[src/rtl/pp_disp_pkg.sv]
// Shared definitions for the pP display path.
// Contents:
//   state_t     - converter FSM states (IDLE / SHIFT / DONE)
//   BCD_W       - bits per packed BCD digit
//   min_digits  - smallest digit count D with 10^D > 2^width, used to reject
//                 converter configurations whose output cannot hold full scale
package pp_disp_pkg;

  typedef enum logic [1:0] {
    IDLE  = 2'd0,
    SHIFT = 2'd1,
    DONE  = 2'd2
  } state_t;

  localparam int BCD_W = 4;

  function automatic int min_digits(input int width);
    longint unsigned lim;
    longint unsigned pow10;
    int              d;
    lim   = longint'(1) << width;
    pow10 = 1;
    d     = 0;
    while (pow10 <= lim) begin
      pow10 = pow10 * 10;
      d     = d + 1;
    end
    return d;
  endfunction

endpackage

[src/rtl/bcd_seq_conv_if.sv]
// Handshake bundle for bcd_seq_conv.
// Producer side (master): drives in_valid/in_data/in_signed and out_ready,
// receives in_ready and the result (out_valid/out_bcd/out_neg).
// Converter side (slave): the mirror image.
// Parameters WIDTH / DIGITS must match the converter instance.
interface bcd_seq_conv_if
  import pp_disp_pkg::*;
#(
  parameter int WIDTH  = 12,
  parameter int DIGITS = 4
) ();

  logic                      in_valid;
  logic                      in_ready;
  logic [WIDTH-1:0]          in_data;
  logic                      in_signed;
  logic                      out_valid;
  logic                      out_ready;
  logic [BCD_W*DIGITS-1:0]   out_bcd;
  logic                      out_neg;

  modport master (
    output in_valid,
    output in_data,
    output in_signed,
    output out_ready,
    input  in_ready,
    input  out_valid,
    input  out_bcd,
    input  out_neg
  );

  modport slave (
    input  in_valid,
    input  in_data,
    input  in_signed,
    input  out_ready,
    output in_ready,
    output out_valid,
    output out_bcd,
    output out_neg
  );

endinterface

[src/rtl/bcd_add3_digit.sv]
// Double-dabble digit correction: a BCD digit of 5 or more gets +3 so that
// the following left shift carries correctly into the next decimal digit.
// Ports:
//   din  - current BCD digit
//   dout - corrected digit (din + 3 when din >= 5, else din)
module bcd_add3_digit
  import pp_disp_pkg::*;
(
  input  logic [BCD_W-1:0] din,
  output logic [BCD_W-1:0] dout
);

  always_comb begin
    dout = din;
    if (din >= BCD_W'(5)) begin
      dout = din + BCD_W'(3);
    end
  end

endmodule

[src/rtl/bcd_seq_conv.sv]
// Multi-cycle binary-to-BCD converter (shift-and-add-3), one operand bit per
// cycle. Accepts an unsigned or two's-complement operand, converts its
// magnitude to DIGITS packed BCD digits and reports the sign separately.
// Ports:
//   clk  - system clock, rising edge
//   rst  - asynchronous, active-high reset
//   bus  - slave side of bcd_seq_conv_if:
//          in_valid/in_ready/in_data/in_signed  operand handshake
//          out_valid/out_ready/out_bcd/out_neg  result handshake
//          out_bcd digit 0 (ones) sits in [3:0]
module bcd_seq_conv
  import pp_disp_pkg::*;
#(
  parameter int WIDTH  = 12,
  parameter int DIGITS = 4
) (
  input  logic           clk,
  input  logic           rst,
  bcd_seq_conv_if.slave  bus
);

  localparam int ACC_W = BCD_W * DIGITS;
  localparam int CNT_W = $clog2(WIDTH + 1);

  if (WIDTH < 2 || WIDTH > 32) begin : g_width_chk
    $error("bcd_seq_conv: WIDTH=%0d outside 2..32", WIDTH);
  end

  if (DIGITS < min_digits(WIDTH)) begin : g_digits_chk
    $error("bcd_seq_conv: DIGITS=%0d too small for WIDTH=%0d (need %0d)",
           DIGITS, WIDTH, min_digits(WIDTH));
  end

  state_t                      state;
  state_t                      state_nxt;
  logic        [ACC_W-1:0]     acc;
  logic        [ACC_W-1:0]     acc_adj;
  logic        [WIDTH-1:0]     mag;
  logic        [CNT_W-1:0]     cnt;
  logic                        neg;
  logic                        neg_in;
  logic        [WIDTH-1:0]     mag_in;
  logic        [ACC_W+WIDTH-1:0] shifted;

  for (genvar i = 0; i < DIGITS; i++) begin : g_digit
    bcd_add3_digit u_add3 (
      .din  (acc[i*BCD_W +: BCD_W]),
      .dout (acc_adj[i*BCD_W +: BCD_W])
    );
  end

  // The most-negative operand negates to 2^(WIDTH-1), which still fits as an
  // unsigned WIDTH-bit magnitude, so no extra bit is needed.
  assign neg_in  = bus.in_signed & bus.in_data[WIDTH-1];
  assign mag_in  = neg_in ? (~bus.in_data + WIDTH'(1)) : bus.in_data;

  // The carry out of the top digit is dropped: the partial value in acc is
  // always below 2^WIDTH < 10^DIGITS, so it can never be set.
  assign shifted = {acc_adj, mag} << 1;

  always_comb begin
    state_nxt     = state;
    bus.in_ready  = 1'b0;
    bus.out_valid = 1'b0;
    case (state)
      IDLE: begin
        bus.in_ready = 1'b1;
        if (bus.in_valid) begin
          state_nxt = SHIFT;
        end
      end
      SHIFT: begin
        if (cnt == CNT_W'(1)) begin
          state_nxt = DONE;
        end
      end
      DONE: begin
        bus.out_valid = 1'b1;
        if (bus.out_ready) begin
          state_nxt = IDLE;
        end
      end
      default: state_nxt = IDLE;
    endcase
  end

  always_ff @(posedge clk or posedge rst) begin
    if (rst) begin
      state <= IDLE;
      acc   <= '0;
      mag   <= '0;
      cnt   <= '0;
      neg   <= 1'b0;
    end else begin
      state <= state_nxt;
      case (state)
        IDLE: begin
          if (bus.in_valid) begin
            neg <= neg_in;
            mag <= mag_in;
            acc <= '0;
            cnt <= CNT_W'(WIDTH);
          end
        end
        SHIFT: begin
          acc <= shifted[ACC_W+WIDTH-1:WIDTH];
          mag <= shifted[WIDTH-1:0];
          cnt <= cnt - CNT_W'(1);
        end
        default: ;
      endcase
    end
  end

  // Result registers drive the outputs directly; they hold while DONE waits.
  assign bus.out_bcd = acc;
  assign bus.out_neg = neg;

endmodule

[src/flat_wrapper.sv]
// flat-port wrapper written by rule: the top's interface ports become plain ports
module bcd_seq_conv_flat import pp_disp_pkg::*;
#(
  parameter int WIDTH  = 12,
  parameter int DIGITS = 4
)
  (clk, rst, bus_in_valid, bus_in_data, bus_in_signed, bus_out_ready, bus_in_ready, bus_out_valid, bus_out_bcd, bus_out_neg);
  bcd_seq_conv_if #(.WIDTH(WIDTH), .DIGITS(DIGITS)) bus_i ();
  input  logic clk;
  input  logic rst;
  input wire logic [$bits(bus_i.in_valid)-1:0] bus_in_valid;
  input wire logic [$bits(bus_i.in_data)-1:0] bus_in_data;
  input wire logic [$bits(bus_i.in_signed)-1:0] bus_in_signed;
  input wire logic [$bits(bus_i.out_ready)-1:0] bus_out_ready;
  output wire logic [$bits(bus_i.in_ready)-1:0] bus_in_ready;
  output wire logic [$bits(bus_i.out_valid)-1:0] bus_out_valid;
  output wire logic [$bits(bus_i.out_bcd)-1:0] bus_out_bcd;
  output wire logic [$bits(bus_i.out_neg)-1:0] bus_out_neg;
  assign bus_i.in_valid = bus_in_valid;
  assign bus_i.in_data = bus_in_data;
  assign bus_i.in_signed = bus_in_signed;
  assign bus_i.out_ready = bus_out_ready;
  assign bus_in_ready = bus_i.in_ready;
  assign bus_out_valid = bus_i.out_valid;
  assign bus_out_bcd = bus_i.out_bcd;
  assign bus_out_neg = bus_i.out_neg;
  bcd_seq_conv #(.WIDTH(WIDTH), .DIGITS(DIGITS)) u_core (.clk(clk), .rst(rst), .bus(bus_i));
endmodule
[config.mk]
export PLATFORM = sky130hd
export DESIGN_NAME = bcd_seq_conv_flat
export DESIGN_NICKNAME = d
export VERILOG_FILES = /design/src/rtl/pp_disp_pkg.sv /design/src/rtl/bcd_seq_conv_if.sv /design/src/rtl/bcd_add3_digit.sv /design/src/rtl/bcd_seq_conv.sv /design/src/flat_wrapper.sv
export SDC_FILE = /design/constraint.sdc
export NUM_CORES = 1
export LEC_CHECK = 0
export BUFFER_PORTS_ARGS = -buffer_cell sky130_fd_sc_hd__buf_2
export CAP_MARGIN = 20
export CORE_AREA = 2 2 65 67
export CTS_BUF_LIST = sky130_fd_sc_hd__clkbuf_4 sky130_fd_sc_hd__clkbuf_8
export DETAILED_ROUTE_END_ITERATION = 10
export DIE_AREA = 0 0 67 69
export HOLD_SLACK_MARGIN = 0.1
export PLACE_DENSITY = 0.76
export RECOVER_POWER = 100
export SETUP_SLACK_MARGIN = 0.4
export SLEW_MARGIN = 20
export SYNTH_ARGS = -nofsm -noshare
export SYNTH_HDL_FRONTEND = slang
export SYNTH_SLANG_ARGS = --single-unit
[constraint.sdc]
create_clock -name clk -period 1.86 [get_ports clk]
set_clock_uncertainty 0.1 [all_clocks]
set_input_delay 0.372 -clock clk [delete_from_list [all_inputs] [get_ports clk]]
set_output_delay 0.372 -clock clk [all_outputs]
set_load 0.005 [all_outputs]
* Word-level counts from Yosys, hierarchy flattened *
Index checks and enable logic that the tools add are counted.

storage, ports and cells
  bits in registers = 35
  latch bits = 0
  bits in writable memories = 0
  memory bits (read-only) = 0
  input bits = 17
  logic and storage cells = 45
  memories kept = 0

cells by class
  add/subtract/negate cells = 6
  $mul = 0
  div/mod/pow operators = 0
  order comparisons = 4
  eq/ne operators = 6
  shifts and indexed selects = 0
  multiplexer cells = 17
  bitwise logic cells = 2
  reduce and logical (&&, ||, !) cells = 5

operators with widths
  operator                                             count
  case mux 16 bit (2 select lines)                     1
  2-to-1 mux 12 bit                                    2
  case mux 12 bit (2 select lines)                     1
  >= comparator 4 x 3 -> 1 bit, second input constant  4
  2-to-1 mux 16 bit                                    1
  2-to-1 mux 4 bit                                     4
  adder 12 x 1 -> 12 bit, second input constant        1
  adder 4 x 2 -> 4 bit, second input constant          3
  NOT 12 bit                                           1
  case mux 4 bit (2 select lines)                      1
  2-to-1 mux 2 bit                                     3
  case mux 2 bit (3 select lines)                      1
  equality test 4 x 1 -> 1 bit, second input constant  1
  != test 2 bit, second input constant                 2
  AND reduction 2 bit                                  2
  subtractor 4 x 1 -> 4 bit, second input constant     1
  adder 3 x 2 -> 3 bit, second input constant          1
  2-to-1 mux 3 bit                                     1
  AND reduction 3 bit                                  1
  equality test 2 x 1 -> 1 bit, second input constant  1
  equality test 2 bit, second input constant           1
  logical NOT 2 bit                                    1
  2-to-1 mux 1 bit                                     2
  != test 2 x 1 -> 1 bit, second input constant        1
  2 further kinds                                      2

* Depth between registers and ports, before layout *
Gate-level depths: netlist (run 1).

  depth in word-level cells = 5
  mapped depth = 6

* Modules after synthesis *
A second synthesis (run 1) with hierarchy kept.

second synthesis, totals
  cell total of the unflattened synthesis = 247
  area, all modules = 2137.0 µm²

by module, submodules not included
  module          instances  cells an instance  area an instance (µm²)  seq. area each (µm²)
  bcd_seq_conv    1          183                1731.7                  875.8
  bcd_add3_digit  4          16                 101.3                   0.0

* Worst setup path before layout (run 1) *
No wires, ideal clock.

  path kind = reg2reg
  from = register u_core.acc[8] (netlist: u_core.bus.out_bcd[8])
  to = register u_core.acc[10] (netlist: u_core.bus.out_bcd[10])
  arrival time = 1.445 ns
  setup slack = 0.232 ns
  stages on the path, launching flop included = 7
  buffers on the path = 0
  clock period less this slack = 1.628 ns
  cell sequence = dfrtp_1 -> inv_1 -> ha_1 -> nand2b_1 -> a21oi_1 -> mux2_2 -> o21ai_0

on the way
  word-level cells in the longest chain between the ends = 3
  elaborated cells on any way between the ends = 4
  those cells by class = add/sub (1); order compare (1); mux (2)

ends and longest elaborated chain
  what                                                                         line                                        RTL
  start: declaration                                                           bcd_seq_conv.sv:36                          logic [ACC_W-1:0] acc;
  start signal: assignment                                                     bcd_seq_conv.sv:106                         acc <= shifted[ACC_W+WIDTH-1:WIDTH];
  adder 4 x 2 -> 4 bit / >= comparator 4 x 3 -> 1 bit (equally long branches)  bcd_add3_digit.sv:16, bcd_add3_digit.sv:15
  2-to-1 mux 4 bit *                                                           bcd_add3_digit.sv:15                        if (din >= BCD_W'(5)) begin
  case mux 16 bit (2 select lines) *                                           bcd_seq_conv.sv:96                          case (state)

Every way passes the cells marked *; elsewhere a longest branch is shown, timed or not.
A chain may end at the register's enable or synchronous reset.

* Final worst setup path (run 1) *
  from = register u_core.state[0]
  to = output bus_out_valid

on the way
  word-level cells in the longest chain between the ends = 2

ends and longest elaborated chain
  what                      line                RTL
  start: declaration        bcd_seq_conv.sv:34  state_t state;
  start signal: assignment  bcd_seq_conv.sv:95  state <= state_nxt;
  equality test 2 bit       bcd_seq_conv.sv:65  case (state)
  2-to-1 mux 1 bit          bcd_seq_conv.sv:65
  end: declaration          flat_wrapper.sv:16  output wire logic [$bits(bus_i.out_valid)-1:0] bus_out_valid;

Every way passes these cells.

==> impl_metrics.env, run 1 <==
export IMPL_synth_mux_area_fraction_pct=2.13
export IMPL_timing_fmax_mhz=594
export IMPL_synth_top_area_cell="dfrtp_1"
export IMPL_post_route_drc_count=0
export IMPL_diodes=0
export IMPL_htree_levels=2
export IMPL_final_hold_viol_count=0
export IMPL_fp_dieW_um=67
export IMPL_worstSetupPathType="flip-flop to primary output"
export IMPL_p_leak_uw=0.00123
export IMPL_hold_path_class="primary input to flip-flop"
export IMPL_ir_drop_uv=701
export IMPL_cts_tree="yes"
export IMPL_vias=1936
export IMPL_cp_cell_sequence="clkbuf_1 -> nor2_4 -> buf_2"
export IMPL_yosys_warnings=0
export IMPL_required_ns=1.39
export IMPL_ys_types=41
export IMPL_cts_clk_slew_worst_paths_ns=0.07
export IMPL_detail_route_wl_per_cell_um=15.9
export IMPL_whs_ns=0.279
export IMPL_synth_edff_count=0
export IMPL_fin_nets=317
export IMPL_vias_per_cell=5.69
export IMPL_status="complete, no violations"
export IMPL_worst_pin_slew_ns=0.474
export IMPL_dpl_worst_slack_ns=0.234
export IMPL_synth_main_ff_cell="dfrtp_1"
export IMPL_comb_power_share_pct=55.5
export IMPL_clockBufferDepth=2
export IMPL_netlist_area_um2=2050
export IMPL_slowest_stage="dfrtp_1"
export IMPL_synthTopCellsByCount="dfrtp_1, o21ai_0, nand2_1"
export IMPL_layout_setup_ws_ns=0.177
export IMPL_synth_top_family_by_area="compound AO/OA/AOI/OAI gates"
export IMPL_cts_sinks=35
export IMPL_nFillCells=310
export IMPL_p_sw_uw=1890
export IMPL_gp_congestion=0.784
export IMPL_drt_initial_drc_count=156
export IMPL_synthXorXnorAreaFrac_pct=6.83
export IMPL_synth_fp_nets=252
export IMPL_arrival_ns=1.21
export IMPL_boundaryPins=36
export IMPL_dr_pass1_iters=4
export IMPL_grt_pass1_wl_um=8260
export IMPL_drive_above_1_share_pct=34.1
export IMPL_setup_viol=0
export IMPL_finalPower_uw=4680
export IMPL_cts_inserted_buffers=5
export IMPL_slowest_delay_ns=0.52
export IMPL_final_cell_area_um2=2750
export IMPL_crit_fanout=7
export IMPL_synthArstFlopShare_pct=100
export IMPL_drt_total_wl_um=5400
export IMPL_internal_power_uw=2790
export IMPL_setup_tns_ns=0
export IMPL_fp_dieH_um=69
export IMPL_finalCritPeriodShare_pct=90.5
export IMPL_overflow=0
export IMPL_drv_cap=0
export IMPL_slew_viol_final=0
export IMPL_yosysTopAreaCellShare_pct=42.7
export IMPL_rsz0062_at_grt="yes"
export IMPL_synth_area_top_cells="dfrtp_1, o21ai_0, ha_1"
export IMPL_cts_root_buf="clkbuf_8"
export IMPL_start_kind="flip-flop"
export IMPL_synth_most_common_cell="dfrtp_1"
export IMPL_core_area_um2=3910
export IMPL_area_growth_pct=33.8
export IMPL_dp_hpwl_um=3320
export IMPL_grt_pass1_vias=1845
export IMPL_grt_usage_pct=23.2
export IMPL_ant_nets=0
export IMPL_cp_buffers_inverters=2
export IMPL_seq_area_frac_synth_pct=42.7
export IMPL_clock_latency_ns=0.29
export IMPL_fin_crit_ns=1.68
export IMPL_die_area_um2=4620
export IMPL_max_slew_margin_rel_pct=68.4
export IMPL_portBuffers=35
export IMPL_antenna_found_initial=0
export IMPL_clkPwrFrac_pct=13.5
export IMPL_netlist_instances=224
export IMPL_synth_ff_latch_count=35
export IMPL_pwr_density_cell_nw_per_um2=1700
export IMPL_post_dp_cell_area_um2=2430
export IMPL_critical_path_top_delay_family="flip-flops"
export IMPL_synth_compound_area_share_pct=20.9
export IMPL_initial_core_util_pct=52.4
export IMPL_synthAdderAreaFrac_pct=6.71
export IMPL_avgSynthCellArea_um2=9.16
export IMPL_rows=23
export IMPL_power_share_switching_pct=40.4
export IMPL_seq_power_share_pct=31.1
export IMPL_end_kind="primary output"
export IMPL_grt_max_degree=36
export IMPL_synth_simple_gate_area_share_pct=16.0
## tightest hold or removal path: cells and delay by family
kind / cells / cell delay [ns]
compound gates: 1 / 0.07
buf+inv: 2 / 0.18
## stage by stage
step	cells	util [%]
2_1_floorplan	224	-
3_3_place_gp	311	62.2
3_5_place_dp	311	62.2
4_1_cts	333	68.9
5_1_grt	340	70.1
6_report	340	70.1
## path summary, 6_finish.rpt
kind | from | to | slack, ns | cells after the start
min in group asynchronous | rst | u_core.bus.out_bcd[4] | 0.68 | 4
worst max register to register | u_core.bus.out_bcd[4] | u_core.bus.out_bcd[6] | 0.19 | 5
max in group asynchronous | rst | u_core.state[1] | 0.62 | 4
worst min register to register | u_core.bus.out_neg | u_core.bus.out_neg | 0.38 | 2
worst min-delay path | bus_in_data[0] | u_core.mag[0] | 0.28 | 3
worst max-delay path | u_core.state[0] | bus_out_valid | 0.18 | 3
## cells by family (layout without fill, tap and decap cells)
logic type / Yosys count / count (layout)
XOR/XNOR: 16 / 16
AO/OA/AOI/OAI: 68 / 68
multiplexers: 4 / 4
AND/OR/NAND/NOR: 66 / 66
flip-flops: 35 / 35
adder cells (fa/ha/maj): 11 / 11
buffers and inverters: 24 / 90
## timing repair
action / in CTS / in global routing
endpoints found under the setup margin: 18 / 29
resized for setup: 14 / 26
endpoints found under the hold margin: 16 / 0
buffers inserted: 13 / 7
pin swaps: 3 / 8
hold buffers: 1 / 0
## registers in the layout, indices dropped and copies added (netlist names)
name,count
u_core.bus.out_bcd,16
u_core.mag,12
u_core.cnt,4
u_core.state,2
u_core.bus.out_neg,1
## cells in the final DEF (no fill, tap or decap), types with 3 or more instances in the layout
| cell type | Yosys | routed |
|---|---|---|
| buf_4 | 0 | 19 |
| ha_2 | 0 | 4 |
| o21ai_1 | 0 | 4 |
| ha_4 | 0 | 4 |
| o22ai_1 | 3 | 3 |
| nand2_1 | 20 | 20 |
| nand2b_4 | 0 | 4 |
| clkbuf_1 | 4 | 10 |
| inv_2 | 0 | 6 |
| a22o_1 | 4 | 4 |
| nor3_1 | 3 | 3 |
| dfrtp_1 | 35 | 34 |
| clkbuf_4 | 0 | 3 |
| ha_1 | 11 | 3 |
| nand3_1 | 10 | 10 |
| o21ai_0 | 29 | 23 |
| nor2_1 | 15 | 13 |
| buf_2 | 5 | 32 |
| inv_1 | 14 | 7 |
| o32ai_1 | 3 | 3 |
| a22oi_1 | 6 | 6 |
| xor2_1 | 5 | 5 |
| xnor2_1 | 11 | 11 |
| a21oi_1 | 11 | 9 |
| clkbuf_8 | 0 | 7 |
## final cells by class
type	count	area (um2)	share of cell area [%]
Multi-Input combinational cell	165	1230	44.9
Clock buffer	8	104	3.78
Inverter	14	55.1	2.01
Timing Repair Buffer	68	413	15.0
Tap cell	50	62.6	2.28
Sequential cell	35	877	32.0
## power groups by stage
stage | clock (uW) | sequential [uW] | combinational (uW)
final | 630 | 1450 | 2590
after floorplan | 0 | 1420 | 1510
after global placement | 0 | 1470 | 2050
after detailed placement | 0 | 1480 | 2120
after CTS | 631 | 1450 | 2420
after global routing | 674 | 1500 | 2850
## per-layer routing
layer  vias up  global-route usage (%)  wire (um)  share of wire (%)
met5         -                       0          0                  0
met4         0                    7.94         89                1.6
met3         9                    5.71        240                4.4
met2        59                    37.4       2720                 50
met1       939                    30.0       2340                 43
li1        929                       -          -                  -
Power figures use the tool's default switching activity.
==> inputs of run 2 (changes only) <==
--- a/config.mk
+++ b/config.mk
@@ -7,12 +7,12 @@
 export LEC_CHECK = 0
 export BUFFER_PORTS_ARGS = -buffer_cell sky130_fd_sc_hd__buf_2
 export CAP_MARGIN = 20
-export CORE_AREA = 2 2 65 67
+export CORE_AREA = 2 2 63 65
 export CTS_BUF_LIST = sky130_fd_sc_hd__clkbuf_4 sky130_fd_sc_hd__clkbuf_8
 export DETAILED_ROUTE_END_ITERATION = 10
-export DIE_AREA = 0 0 67 69
+export DIE_AREA = 0 0 65 67
 export HOLD_SLACK_MARGIN = 0.1
-export PLACE_DENSITY = 0.76
+export PLACE_DENSITY = 0.8
 export RECOVER_POWER = 100
 export SETUP_SLACK_MARGIN = 0.4
 export SLEW_MARGIN = 20
==> impl_metrics.env, run 2 (same netlist as run 1, synthesis figures left out) <==
export IMPL_dp_hpwl_um=3270
export IMPL_clkPwrFrac_pct=14.6
export IMPL_core_area_um2=3610
export IMPL_vias=2190
export IMPL_grt_pass1_vias=1980
export IMPL_cts_inserted_buffers=5
export IMPL_final_hold_viol_count=0
export IMPL_comb_power_share_pct=57.9
export IMPL_detail_route_wl_per_cell_um=20.6
export IMPL_rows=22
export IMPL_arrival_ns=1.81
export IMPL_overflow=0
export IMPL_drt_initial_drc_count=221
export IMPL_grt_max_degree=36
export IMPL_drt_total_wl_um=7140
export IMPL_cts_clk_slew_worst_paths_ns=0.08
export IMPL_largest_reg_flops=16
export IMPL_cts_tree="yes"
export IMPL_whs_ns=0.255
export IMPL_portBuffers=35
export IMPL_antenna_found_initial=0
export IMPL_diodes=0
export IMPL_setup_viol=0
export IMPL_ant_nets=0
export IMPL_area_growth_pct=48.4
export IMPL_p_sw_uw=2360
export IMPL_seq_power_share_pct=27.4
export IMPL_clockBufferDepth=2
export IMPL_fp_dieW_um=65
export IMPL_gp_congestion=0.828
export IMPL_p_leak_uw=0.00136
export IMPL_setup_tns_ns=0
export IMPL_boundaryPins=36
export IMPL_timing_fmax_mhz=577
export IMPL_status="complete, no violations"
export IMPL_hold_path_class="primary input to flip-flop"
export IMPL_initial_core_util_pct=56.9
export IMPL_final_common_cell="dfrtp_1"
export IMPL_fin_crit_ns=1.73
export IMPL_fin_cells=346
export IMPL_layout_setup_ws_ns=0.126
export IMPL_grt_pass1_wl_um=9150
export IMPL_ir_drop_uv=1060
export IMPL_dr_pass1_iters=5
export IMPL_power_share_switching_pct=41.3
export IMPL_internal_power_uw=3340
export IMPL_rsz0062_at_grt="yes"
export IMPL_clock_latency_ns=0.30
export IMPL_fp_dieH_um=67
export IMPL_critical_path_top_delay_family="compound AO/OA/AOI/OAI gates"
export IMPL_fin_nets=325
export IMPL_die_area_um2=4360
export IMPL_worst_pin_slew_ns=0.449
export IMPL_mostFrequentLayoutCells="dfrtp_1, buf_2, o21ai_0"
export IMPL_required_ns=1.94
export IMPL_end_kind="flip-flop"
export IMPL_max_slew_margin_rel_pct=70.0
export IMPL_drive_above_1_share_pct=42.3
export IMPL_cp_buffers_inverters=2
export IMPL_slowest_stage="dfrtp_1"
export IMPL_nFillCells=182
export IMPL_cts_root_buf="clkbuf_8"
export IMPL_worstSetupPathType="flip-flop to flip-flop"
export IMPL_pwr_density_cell_nw_per_um2=1870
export IMPL_vias_per_cell=6.33
export IMPL_drv_cap=0
export IMPL_post_route_drc_count=0
export IMPL_dp_cells=308
export IMPL_utilization_pct=84.5
export IMPL_slowest_delay_ns=0.54
export IMPL_start_kind="flip-flop"
export IMPL_cp_cell_sequence="clkbuf_4 -> o21ai_2 -> clkbuf_1 -> a32o_2 -> a31o_2"
export IMPL_htree_levels=2
export IMPL_grt_usage_pct=28.1
export IMPL_cts_sinks=35
export IMPL_slew_viol_final=0
export IMPL_dpl_worst_slack_ns=0.198
export IMPL_finalCritPeriodShare_pct=93.2
export IMPL_crit_fanout=7
run 2: cell count changes in the layout (fill, tap and decap cells not counted), moves of 3 or more:
cell and delta:
buf_2 -4, buf_6 +12, ha_2 -3, ha_4 +3
inv_2 +3, o32ai_1 -3, o32ai_2 +3
run 2: power groups by stage:
| stage | clock, uW | sequential, uW | combinational [uW] |
|---|---|---|---|
| after CTS | 832 | 1490 | 2450 |
| after floorplan | 0 | 1420 | 1510 |
| after global placement | 0 | 1480 | 2000 |
| after global routing | 866 | 1590 | 3520 |
| final | 834 | 1560 | 3300 |
| after detailed placement | 0 | 1490 | 2060 |
run 2: what timing repair did:
action,4_1_cts,5_1_grt
buffers inserted,16,12
pin swaps,4,17
setup endpoints to repair,27,27
gates resized for setup,20,45
hold endpoints to repair,28,0
hold buffers,1,0
gates cloned,0,1
run 2: layout make-up:
class | instances | area, um2 | area share (%)
Inverter | 14 | 52.6 | 1.73
Timing Repair Buffer | 76 | 549 | 18.0
Clock inverter | 2 | 60.1 | 1.97
Multi-Input combinational cell | 165 | 1370 | 44.9
Sequential cell | 35 | 880 | 28.9
Clock buffer | 6 | 76.3 | 2.51
Tap cell | 48 | 60.1 | 1.97
run 2: final timing paths:
kind                                    endpoint          startpoint  cells past startpoint  slack (ns)
max                                u_core.mag[4]     u_core.state[0]                      5        0.13
min                              u_core.state[1]       bus_out_ready                      3        0.25
max reg2reg                        u_core.mag[4]     u_core.state[0]                      5        0.13
min reg2reg                   u_core.bus.out_neg  u_core.bus.out_neg                      2        0.39
max in group asynchronous        u_core.state[1]                 rst                      4        0.66
min in group asynchronous  u_core.bus.out_bcd[9]                 rst                      4        0.66
run 2: layer usage:
layer / up-vias / track usage, % / part of all wire (%)
met2: 156 / 51.3 / 49
met4: 0 / 11.7 / 5.0
met3: 43 / 4.39 / 7.9
met5: - / 0 / 0
met1: 1050 / 32.7 / 38
li1: 941 / - / -
run 2: tightest hold or removal path: stages:
cell and delay, ns:
buf_2 0.08, or3_1 0.09, o21ai_0 0.07
run 2: through the flow:
step,total power (uW),area [um2]
after CTS,4770,2770
after global placement,3480,2410
final,5700,3050
after detailed placement,3540,2410
after global routing,5980,3050
after floorplan,2930,2140
